**config.mk**
```make
export PLATFORM = sky130hd
export DESIGN_NAME = mem_port_arbiter
export DESIGN_NICKNAME = d
export VERILOG_FILES = /design/src/rtl/mem_port_arbiter.sv
export SDC_FILE = /design/constraint.sdc
export NUM_CORES = 1
export LEC_CHECK = 0
export ABC_AREA = 1
export BUFFER_PORTS_ARGS = -buffer_cell sky130_fd_sc_hd__buf_2
export CORE_ASPECT_RATIO = 1.75
export CORE_UTILIZATION = 35
export CTS_BUF_LIST = sky130_fd_sc_hd__clkbuf_4 sky130_fd_sc_hd__clkbuf_8
export DETAILED_ROUTE_END_ITERATION = 10
export GPL_TIMING_DRIVEN = 0
export PLACE_DENSITY = 0.65
export SLEW_MARGIN = 5
export SYNTH_ARGS = -nofsm -noshare
export SYNTH_HDL_FRONTEND = slang
export SYNTH_SLANG_ARGS = --single-unit
```
**constraint.sdc**
```tcl
create_clock -name clk -period 1.5 [get_ports clk]
set_input_delay 0.3 -clock clk [delete_from_list [all_inputs] [get_ports clk]]
set_output_delay 0.3 -clock clk [all_outputs]
set_load 0.01 [all_outputs]
```
**src/rtl/mem_port_arbiter.sv**
```systemverilog
// Arbitrates an instruction-fetch port and a data port onto one shared memory port.
// Optional fetch starvation guard is enabled by defining ARB_STARVE_GUARD_EN.
module mem_port_arbiter #(
    parameter int STARVE_LIMIT = 4
) (
    input  logic        clk,
    input  logic        rst_n,
    input  logic        if_req,
    input  logic [31:0] if_addr,
    output logic [31:0] if_rdata,
    output logic        if_valid,
    input  logic        dm_req,
    input  logic        dm_we,
    input  logic [31:0] dm_addr,
    input  logic [31:0] dm_wdata,
    input  logic [3:0]  dm_wstrb,
    output logic [31:0] dm_rdata,
    output logic        dm_valid,
    output logic        mem_req,
    output logic        mem_we,
    output logic [31:0] mem_addr,
    output logic [31:0] mem_wdata,
    output logic [3:0]  mem_wstrb,
    input  logic        mem_ack,
    input  logic [31:0] mem_rdata,
    output logic        busy
);

    typedef enum logic [1:0] {IDLE, IF_XFER, DM_XFER, RESP} state_t;

    if (STARVE_LIMIT < 1 || STARVE_LIMIT > 15) begin : g_bad_limit
        $error("mem_port_arbiter: STARVE_LIMIT must be in 1..15");
    end

    state_t      state_reg, state_next;
    logic        owner_if_reg, owner_if_next;
    logic        we_reg, we_next;
    logic [31:0] addr_reg, addr_next;
    logic [31:0] wdata_reg, wdata_next;
    logic [3:0]  wstrb_reg, wstrb_next;
    logic [31:0] if_rdata_reg, if_rdata_next;
    logic [31:0] dm_rdata_reg, dm_rdata_next;
    logic        grant_if;

`ifdef ARB_STARVE_GUARD_EN
    localparam logic [3:0] LIMIT = 4'(STARVE_LIMIT);

    logic [3:0] starve_cnt_reg, starve_cnt_next;

    // Fetch normally loses to data, but wins once the data side has had its quota.
    assign grant_if = if_req && (!dm_req || starve_cnt_reg == LIMIT);

    always_comb begin
        starve_cnt_next = starve_cnt_reg;
        if (state_reg == IDLE && (if_req || dm_req)) begin
            if (grant_if || !if_req) begin
                starve_cnt_next = 4'd0;
            end else begin
                starve_cnt_next = starve_cnt_reg + 4'd1;
            end
        end
    end

    always_ff @(posedge clk or negedge rst_n) begin
        if (!rst_n) begin
            starve_cnt_reg <= 4'd0;
        end else begin
            starve_cnt_reg <= starve_cnt_next;
        end
    end
`else
    assign grant_if = if_req && !dm_req;
`endif

    always_comb begin
        state_next    = state_reg;
        owner_if_next = owner_if_reg;
        we_next       = we_reg;
        addr_next     = addr_reg;
        wdata_next    = wdata_reg;
        wstrb_next    = wstrb_reg;
        if_rdata_next = if_rdata_reg;
        dm_rdata_next = dm_rdata_reg;
        case (state_reg)
            IDLE: begin
                if (if_req || dm_req) begin
                    owner_if_next = grant_if;
                    if (grant_if) begin
                        addr_next  = if_addr;
                        we_next    = 1'b0;
                        wdata_next = 32'd0;
                        wstrb_next = 4'b0000;
                        state_next = IF_XFER;
                    end else begin
                        addr_next  = dm_addr;
                        we_next    = dm_we;
                        wdata_next = dm_wdata;
                        wstrb_next = dm_wstrb;
                        state_next = DM_XFER;
                    end
                end
            end
            IF_XFER: begin
                if (mem_ack) begin
                    if_rdata_next = mem_rdata;
                    state_next    = RESP;
                end
            end
            DM_XFER: begin
                if (mem_ack) begin
                    if (!we_reg) begin
                        dm_rdata_next = mem_rdata;
                    end
                    state_next = RESP;
                end
            end
            RESP: begin
                state_next = IDLE;
            end
            default: begin
                state_next = IDLE;
            end
        endcase
    end

    always_ff @(posedge clk or negedge rst_n) begin
        if (!rst_n) begin
            state_reg    <= IDLE;
            owner_if_reg <= 1'b0;
            we_reg       <= 1'b0;
            addr_reg     <= 32'd0;
            wdata_reg    <= 32'd0;
            wstrb_reg    <= 4'd0;
            if_rdata_reg <= 32'd0;
            dm_rdata_reg <= 32'd0;
        end else begin
            state_reg    <= state_next;
            owner_if_reg <= owner_if_next;
            we_reg       <= we_next;
            addr_reg     <= addr_next;
            wdata_reg    <= wdata_next;
            wstrb_reg    <= wstrb_next;
            if_rdata_reg <= if_rdata_next;
            dm_rdata_reg <= dm_rdata_next;
        end
    end

    // Control outputs decode straight from state so reset drops them without waiting for a clock.
    assign mem_req   = (state_reg == IF_XFER) || (state_reg == DM_XFER);
    assign mem_we    = we_reg;
    assign mem_addr  = addr_reg;
    assign mem_wdata = wdata_reg;
    assign mem_wstrb = wstrb_reg;
    assign if_valid  = (state_reg == RESP) && owner_if_reg;
    assign dm_valid  = (state_reg == RESP) && !owner_if_reg;
    assign if_rdata  = if_rdata_reg;
    assign dm_rdata  = dm_rdata_reg;
    assign busy      = (state_reg != IDLE);

endmodule

```
==> metrics.txt <==
Synth cell types=14; DP Cell Count=1,166; CTS tree=built; # fillers=about 1,600; RSZ-0062 raised after global routing=yes; most frequent cells in the layout=nand2_1 (293), buf_2 (276), dfrtp_1 (136); Layout Cells excl Fill=1,216; reg2reg start=state_reg[0]$_DFFE_PN0P_; DR DRC count=0; clk sink count=136; commonest non-fill, non-tap cell in the layout=nand2_1; synthesized area=0.00573 sq mm; Synth Area per Inst=8.17 sq um; drt first pass iters=4; Synth top area share=59.3%; first-pass GRT wire length=25,700 um; Worst R2R Path Depth=9; Hold Crit Class=in2reg; peak supply drop=~1000 uV; crit path launch=state_reg[1]$_DFFE_PN0P_; failing checks=negative setup slack; Critical Setup Path Class=reg2out; Die Y=171 um; die span in x=between 90 and 100 um; Starting Density=35.9%; Final setup viols=4; cell count after synthesis=702; Setup crit end kind=output pin; worst-case clock skew=around 0.017 ns; r2r endpoint=mem_wdata[13]$_DFFE_PN0P_; Final ANT Viol Nets=0; Max Cap Viol=0; Slew Limit Headroom=59.4%; CTS max path bufs=2; DRT iter0 DRCs=188; warnings from Yosys=0; HPWL Detailed=12,400 um; ranking of synthesized cells by area=dfrtp_1 (59%), nand2_1 (21%), inv_1 (6.9%); Top Ports=275; Congestion Overflow GR=0; Peak Freq=0.640 GHz; CP endpoint=dm_valid; Mapped Nets=844; Least-Margin Pin Slew=0.609 ns; Final period util=104%; largest area contributor in the netlist=dfrtp_1; pin count of the biggest net entering global routing=74; die area=0.0169 sq mm; Seq/Total Area, Yosys=59.3%; fin nets=~1,200; min-delay src=dm_wdata[27]; outcome=finished with violations; Routed WL per cell=14.1 um; Core Region=0.0160 sq mm; vias=5,456; Num CTS Buffers=17; minimum clock period=1.56 ns; setup ws final=-0.0635 ns; initial antenna violation count=2; Critical Path RT=1.20 ns; Slew Limit Fails=0; Final GP Congestion=0.831; clock latency on the worst-skew pair=0.43 ns; vias per inst=4.49; Hold Slack=0.0599 ns; WL final=17,100 um; # H-tree levels=4; Pwr Density=between 2000 and 2500 mW/mm^2; Reg2Reg Setup Slack=0.02 ns; port bufs=roughly 270; flops & latches, synth=136; clk root buf=clkbuf_8; GRT Total Usage=19.7%; leakage power=5.04 nW; critical path arrival=1.26 ns; Reg clk slew, reported paths=0.09 ns; CP max FO=3; Cell Rows=61; number of global-route vias before repair=around 5,300; Area Growth Syn to Fin=45.8%; layout cells sized above 1=around two fifths; final hold violations=0; Worst Setup Start Kind=flip-flop
==> metrics by stage <==
step | total power [W] | utilization [%] | worst slack [ns] | setup TNS (ns) | area, sq um
finish | 0.0175 | 52.4 | -0.0635 | -0.228 | 8360
global route | 0.0187 | 52.4 | -0.161 | -1.80 | 8360
CTS | 0.0168 | 50.0 | -0.121 | -0.377 | 7980
detailed placement | 0.0130 | 46.2 | -0.338 | -25.41 | 7380
global placement | 0.0128 | 46.0 | -1.83 | -269.59 | 7340
floorplan | 0.00984 | - | 0.0230 | 0 | 5730
==> power breakdown <==
part / total [W] / switching (W) / internal (W)
combinational: 0.00771 / 0.00432 / 0.00340
sequential: 0.00641 / 0.000961 / 0.00544
clock: 0.00335 / 0.00148 / 0.00187
==> worst max-delay path, cell delays in order, from the launching register on <==
cell,delay [ns]
dfrtp_1,0.40
ha_2,0.20
inv_2,0.03
nor2_2,0.07
buf_2,0.14
==> final cells by class <==
| cell class | count | area (sq um) | area share, % |
|---|---|---|---|
| Tap cell | 189 | 236 | 2.83 |
| Clock buffer | 19 | 249 | 2.98 |
| Clock inverter | 13 | 193 | 2.30 |
| Timing Repair Buffer | 291 | 1660 | 19.9 |
| Antenna cell | 1 | 2.50 | 0.0299 |
| Buffer | 31 | 282 | 3.37 |
| Sequential cell | 136 | 3400 | 40.7 |
| Inverter | 108 | 413 | 4.94 |
| Multi-Input combinational cell | 428 | 1920 | 23.0 |
==> worst min-delay path by stage <==
stage | endpoint | cells past startpoint | slack (ns)
after floorplan | dm_rdata[0]$_DFFE_PN0P_ | 0 | 0.004
after global placement | mem_wdata[10]$_DFFE_PN0P_ | 2 | 0.45
after detailed placement | mem_addr[19]$_DFFE_PN0P_ | 1 | 0.34
after CTS | mem_wdata[27]$_DFFE_PN0P_ | 3 | 0.03
after global routing | mem_wdata[6]$_DFFE_PN0P_ | 3 | 0.04
final | mem_wdata[27]$_DFFE_PN0P_ | 3 | 0.06
==> Yosys cell counts <==
library cell,n
nand2_1,319
dfrtp_1,136
inv_1,105
o21ai_0,65
nand3_1,34
clkbuf_1,17
buf_2,11
ha_1,4
buf_6,3
inv_2,3
nor2_1,2
a21oi_1,1
nor2_2,1
nor2_4,1
==> cells by family (layout without fill, tap and decap cells) <==
logic type / Yosys count / count (layout) / share of synthesized area (%)
and+or+nand+nor: 357 / 358 / 24.3
other: 0 / 1 / 0
AOI/OAI and AO/OA: 66 / 66 / 5.76
DFF: 136 / 136 / 59.3
buffers and inverters: 139 / 462 / 9.73
adders and majority gates: 4 / 4 / 0.873
==> timing repair <==
action / 4_1_cts / 5_1_grt
gates resized for setup: 39 / 90
endpoints found under the hold margin: 63 / 0
hold buffers: 1 / 0
endpoints found under the setup margin: 136 / 112
pin swaps: 3 / 8
setup buffers: 6 / 5
gates cloned: 0 / 6
==> metal layers <==
metal  up-vias  global-route usage, %  wire [um]
met5         -                      0         19
met4         2                   11.3        748
met3        42                   4.55        858
met2       174                   36.2       9110
met1      2510                   20.3       6360
li1       2728                      -          -
Power figures use the tool's default switching activity.
